**src/rtl/pipeline_flow_pkg.sv**
```systemverilog
// Shared defaults, legality limits and sizing helpers for the pipeline flow adapter.
package pipeline_flow_pkg;

    localparam int DEF_DATA_W  = 32;
    localparam int DEF_LATENCY = 2;
    localparam int DEF_DEPTH   = 4;

    localparam int MIN_LATENCY = 1;
    localparam int MAX_LATENCY = 16;
    localparam int MIN_DEPTH   = 1;

    function automatic int occ_width(input int depth);
        return $clog2(depth + 1);
    endfunction

    function automatic bit params_legal(input int latency, input int depth);
        return (latency >= MIN_LATENCY) && (latency <= MAX_LATENCY) && (depth >= MIN_DEPTH);
    endfunction

endpackage

```
**src/rtl/pipeline_flow_fifo.sv**
```systemverilog
// Synchronous FIFO with wrap-bit pointers and registered full/empty flags.
module pipeline_flow_fifo
    import pipeline_flow_pkg::*;
#(
    parameter int DATA_W = DEF_DATA_W,
    parameter int DEPTH  = DEF_DEPTH
) (
    input  logic              clk,
    input  logic              rst,
    input  logic              push,
    input  logic [DATA_W-1:0] push_data,
    input  logic              pop,
    output logic              full,
    output logic              empty,
    output logic [DATA_W-1:0] head
);

    localparam int AW = (DEPTH > 1) ? $clog2(DEPTH) : 1;

    logic [DATA_W-1:0] mem [DEPTH];
    logic [AW-1:0]     wr_idx, rd_idx, wr_idx_n, rd_idx_n;
    logic              wr_wrap, rd_wrap, wr_wrap_n, rd_wrap_n;
    logic              do_push, do_pop;

    // A pop on a full FIFO frees the slot first, so the push may land in the same cycle.
    assign do_push = push && (!full || pop);
    assign do_pop  = pop && !empty;

    always_comb begin
        wr_idx_n  = wr_idx;
        wr_wrap_n = wr_wrap;
        rd_idx_n  = rd_idx;
        rd_wrap_n = rd_wrap;
        if (do_push) begin
            if (wr_idx == AW'(DEPTH - 1)) begin
                wr_idx_n  = '0;
                wr_wrap_n = !wr_wrap;
            end else begin
                wr_idx_n = wr_idx + 1'b1;
            end
        end
        if (do_pop) begin
            if (rd_idx == AW'(DEPTH - 1)) begin
                rd_idx_n  = '0;
                rd_wrap_n = !rd_wrap;
            end else begin
                rd_idx_n = rd_idx + 1'b1;
            end
        end
    end

    always_ff @(posedge clk or posedge rst) begin
        if (rst) begin
            wr_idx  <= '0;
            rd_idx  <= '0;
            wr_wrap <= 1'b0;
            rd_wrap <= 1'b0;
            empty   <= 1'b1;
            full    <= 1'b0;
        end else begin
            wr_idx  <= wr_idx_n;
            rd_idx  <= rd_idx_n;
            wr_wrap <= wr_wrap_n;
            rd_wrap <= rd_wrap_n;
            empty   <= (wr_idx_n == rd_idx_n) && (wr_wrap_n == rd_wrap_n);
            full    <= (wr_idx_n == rd_idx_n) && (wr_wrap_n != rd_wrap_n);
        end
    end

    always_ff @(posedge clk) begin
        if (do_push) begin
            mem[wr_idx] <= push_data;
        end
    end

    assign head = mem[rd_idx];

    always @(posedge clk) begin
        if (!rst) begin
            assert (!(push && full));
        end
    end

endmodule

```
**src/rtl/pipeline_flow_adapter.sv**
```systemverilog
// Ready/valid wrapper around a fixed-latency, non-stalling pipeline; credits bound
// in-flight plus buffered results to the egress FIFO depth.
module pipeline_flow_adapter
    import pipeline_flow_pkg::*;
#(
    parameter  int DATA_W  = DEF_DATA_W,
    parameter  int LATENCY = DEF_LATENCY,
    parameter  int DEPTH   = DEF_DEPTH,
    localparam int OCC_W   = occ_width(DEPTH)
) (
    input  logic              clk,
    input  logic              rst,
    input  logic              in_valid,
    output logic              in_ready,
    input  logic [DATA_W-1:0] in_data,
    output logic [DATA_W-1:0] pipe_in_data,
    output logic              pipe_in_valid,
    input  logic [DATA_W-1:0] pipe_out_data,
    output logic              out_valid,
    input  logic              out_ready,
    output logic [DATA_W-1:0] out_data,
    output logic [OCC_W-1:0]  occupancy
);

    logic [LATENCY-1:0] vsr;
    logic               fire_in, pop;
    logic               cap_valid;
    logic [DATA_W-1:0]  cap_data;
    logic               fifo_full, fifo_empty;
    logic [DATA_W-1:0]  fifo_head;

    // in_ready comes only from the occupancy register, never from out_ready.
    assign in_ready      = (occupancy < OCC_W'(DEPTH));
    assign fire_in       = in_valid && in_ready;
    assign pipe_in_data  = in_data;
    assign pipe_in_valid = fire_in;

    assign out_valid = !fifo_empty;
    assign pop       = out_valid && out_ready;
    assign out_data  = out_valid ? fifo_head : '0;

    // The final-stage result is captured the cycle its flag arrives and written into
    // the FIFO on the next edge, giving LATENCY+1 cycles from accept to out_valid.
    always_ff @(posedge clk or posedge rst) begin
        if (rst) begin
            vsr       <= '0;
            cap_valid <= 1'b0;
            occupancy <= '0;
        end else begin
            vsr[0] <= fire_in;
            for (int i = 1; i < LATENCY; i++) begin
                vsr[i] <= vsr[i-1];
            end
            cap_valid <= vsr[LATENCY-1];
            occupancy <= occupancy + OCC_W'(fire_in) - OCC_W'(pop);
        end
    end

    always_ff @(posedge clk) begin
        if (vsr[LATENCY-1]) begin
            cap_data <= pipe_out_data;
        end
    end

    pipeline_flow_fifo #(
        .DATA_W (DATA_W),
        .DEPTH  (DEPTH)
    ) u_fifo (
        .clk       (clk),
        .rst       (rst),
        .push      (cap_valid),
        .push_data (cap_data),
        .pop       (pop),
        .full      (fifo_full),
        .empty     (fifo_empty),
        .head      (fifo_head)
    );

    always @(posedge clk) begin
        if (!rst) begin
            assert (params_legal(LATENCY, DEPTH));
            assert (occupancy <= OCC_W'(DEPTH));
            assert (!(cap_valid && fifo_full));
        end
    end

endmodule

```
**config.mk**
```make
export PLATFORM = sky130hd
export DESIGN_NAME = pipeline_flow_adapter
export DESIGN_NICKNAME = d
export VERILOG_FILES = /design/src/rtl/pipeline_flow_pkg.sv /design/src/rtl/pipeline_flow_fifo.sv /design/src/rtl/pipeline_flow_adapter.sv
export SDC_FILE = /design/constraint.sdc
export NUM_CORES = 1
export LEC_CHECK = 0
export CAP_MARGIN = 20
export CORE_MARGIN = 2
export CORE_UTILIZATION = 40
export DETAILED_ROUTE_END_ITERATION = 7
export PLACE_DENSITY = 0.67
export SLEW_MARGIN = 10
export SYNTH_ARGS = -nofsm -noshare
export SYNTH_HDL_FRONTEND = slang
export SYNTH_HIERARCHICAL = 1
export SYNTH_SLANG_ARGS = --single-unit
```
**constraint.sdc**
```tcl
create_clock -name clk -period 4 [get_ports clk]
set_clock_uncertainty 0.1 [all_clocks]
set_input_delay 0.4 -clock clk [delete_from_list [all_inputs] [get_ports clk]]
set_output_delay 0.4 -clock clk [all_outputs]
set_load 0.01 [all_outputs]
```
==> flow_summary.toml <==
[status]
status = "completed"

[timing]
relSlewSlack_pct = 40.4
tns_ns = 0
worst_slack_ns = 0.602
final.min_clock_period_ns = 3.40
setup_viol = 0
rsz0062_at_grt = "no"
tightest_slew_ns = 0.894
finalMaxSlewViolations = 0
hold_viol = 0
max_freq_ghz = 0.294
fin_crit_sh_pct = 85.0

[global_routing]
antenna_found_initial = 0
grt_pass1_wl_um = 17600
overflow = 0
grt_pass1_vias = 3147
grtUsageTotal_pct = 13.6
grt_start_max_net_pins = 36

[die]
core_region_area_sq_um = 16600
start_util_pct = 41.0
fp.dieH_um = 134
die_x_um = 134
rows = 47
die_area_sq_um = 18000
io-pin-count = 138

[clock_tree]
cts-htree-levels = 4
ctsResizeCount = 0
cts_num_sinks = 174
clock_latency_ns = 0.42
cts_tree = "done"
clk_path_buf_depth = 2
cts.clk_slew.worst_paths_ns = 0.06
cts_root_buf = "clkbuf_16"
cts_hold_buf = 0
cts_setup_buffers = 0
numCtsBuffers = 17

[setup_path]
worst_setup_path_end_kind = "output port"
slowest_delay_ns = 0.94
critPathLaunchType = "flip-flop"
cp_cell_sequence = "buf_4 > mux4_2 > nor2b_1 > clkdlybuf4s50_1"
crit_slowest_cell = "dfrtp_2"
rr_worst_depth = 5
crit_required_ns = 3.50
path_max_fanout = 27
critPathArrivalTime_ns = 2.90
crit_type = "flip-flop to output port"

[synthesis]
netlist_instances = 331
yosysMostFrequentCell = "edfxtp_1"
yosys-top-cells-area = "edfxtp_1, mux4_2, dfrtp_1, buf_4, nor2b_1"
yosysUniqueCellTypes = 27
synth-edff-count = 160
synth_warnings = 6
ys_ff_latch = 174
ys_top_cells_by_count = "edfxtp_1, buf_4, nor2b_1"
syn-cell-area_sq_um = 6790
syn_nets = 407
yosys.area.top_type = "edfxtp_1"
avgSynthCellArea_sq_um = 20.5
ys_seq_area_share_pct = 75.9
synth_top_cell_area_share_pct = 70.7
ys.flop_type = "edfxtp_1"
synthArstFlopShare_pct = 8.05

[final_layout]
antenna_cells = 0
fin_nets = 458
drive_gt1_share_pct = 19.5
area_delta_synth_final_pct = 19.4
finalInstanceArea_sq_um = 8110
nFillCells = 1365

[pwr]
power_leakage_nw = 2.75
peakVddDrop_mv = 0.452
p_per_area_nw_per_um2 = 732
power_frac_clock_pct = 27.2
power_frac_comb_pct = 27.6
switchingPower_mw = 1.58
p_int_mw = 4.35
swShare_pct = 26.7
p_seq_share_pct = 45.2

[placement]
gp_congestion = 0.631
place_area_sq_um = 7530
hpwlAfterDp_um = 6770
post-place-ws_ns = 0.966
io_buffer_count = 73

[hold_path]
hp-class = "primary input to async pin"

[detailed_routing]
drt_iter0_drc = 219
drc = 0
num_vias = 2974
via_per_inst = 4.84
wirelength_um = 11500
routedWlPerCell_um = 18.7
first_pass_iters = 4
antenna_left = 0

[run]
drv_cap = 0
-- worst paths after layout --
check | startpoint | to | slack, ns
worst max-delay path | u_fifo/rd_idx[0]$_DFF_PP0_ | out_data[9] | 0.60
worst min-delay path | rst | occupancy[2]$_DFF_PP0_ | 0.13
worst max register to register | u_fifo/rd_idx[1]$_DFF_PP0_ | u_fifo/empty$_DFF_PP1_ | 1.37
worst min register to register | vsr[0]$_DFF_PP0_ | vsr[1]$_DFF_PP0_ | 0.25
max in group asynchronous | rst | u_fifo/empty$_DFF_PP1_ | 3.36
min in group clk | vsr[0]$_DFF_PP0_ | vsr[1]$_DFF_PP0_ | 0.25
-- final cells by class --
class,instances,area [sq um],area share (%)
Sequential cell,174,5160,63.6
Multi-Input combinational cell,102,1300,16.1
Timing Repair Buffer,76,753,9.28
Clock buffer,20,437,5.38
Tap cell,220,275,3.39
Clock inverter,11,143,1.76
Inverter,11,41.3,0.509
-- metrics by stage --
stage | std cells | util, % | power, mW | hold WS [ns]
CTS | 614 | 48.9 | 6.02 | 0.125
global placement | 583 | 45.4 | 4.34 | 0.239
finish | 614 | 48.9 | 5.93 | 0.132
detailed placement | 583 | 45.4 | 4.38 | 0.242
floorplan | 331 | - | 3.63 | 0.0910
global route | 614 | 48.9 | 6.22 | 0.148
-- routing by layer --
| layer | routed length, um | up-vias | global-route usage [%] |
|---|---|---|---|
| li1 | - | 1345 | - |
| met2 | 5860 | 85 | 21.7 |
| met4 | 271 | 0 | 7.13 |
| met5 | 0 | - | 0 |
| met3 | 610 | 38 | 4.12 |
| met1 | 4760 | 1506 | 16.7 |
-- critical path: cells and delay by family, from the launching register on --
family	cells	cell delay [ns]
simple gates	1	0.14
mux	1	0.53
buf+inv	2	0.85
flops	1	0.94
-- cell usage in the layout, fill, tap and decap left out, drive strengths merged --
cell / n
mux2: 2
clkinvlp: 1
inv: 12
fa: 1
bufinv: 3
xor2: 2
dfstp: 1
buf: 3
nand3b: 1
clkdlybuf4s50: 73
clkinv: 6
and3: 6
a21oi: 2
dfrtp: 13
a221oi: 2
nor2: 2
xor3: 1
or2: 2
clkbuf: 20
xnor3: 2
mux4: 32
o21ai: 2
nor2b: 34
nand2b: 1
edfxtp: 160
and2b: 1
ha: 7
or3: 2
-- power by group through the flow --
stage / registers (mW) / clock network, mW / logic [mW]
finish: 2.68 / 1.61 / 1.64
global route: 2.74 / 1.72 / 1.76
CTS: 2.70 / 1.65 / 1.68
detailed placement: 2.73 / 0 / 1.65
global placement: 2.71 / 0 / 1.63
floorplan: 2.53 / 0 / 1.10
-- cell families (layout without fill, tap and decap cells) --
group	Yosys count	count (layout)	share of synthesized area [%]
flip-flops	174	174	75.9
buffers and inverters	55	118	4.99
AND/OR/NAND/NOR	49	49	4.71
multiplexers	34	34	11.0
adder cells (fa/ha/maj)	8	8	1.58
AO/OA/AOI/OAI	6	6	0.553
XOR/XNOR	5	5	1.27
-- flip-flops by register name, summed over array words and instances (netlist names) --
| register | cells |
|---|---|
| vsr | 2 |
| u_fifo/empty | 1 |
| u_fifo/wr_wrap | 1 |
| u_fifo/rd_wrap | 1 |
| u_fifo/wr_idx | 2 |
| u_fifo/full | 1 |
| cap_data | 32 |
| occupancy | 3 |
| cap_valid | 1 |
| u_fifo/mem | 128 |
| u_fifo/rd_idx | 2 |
Note: power is estimated with default switching activity, not from simulation.
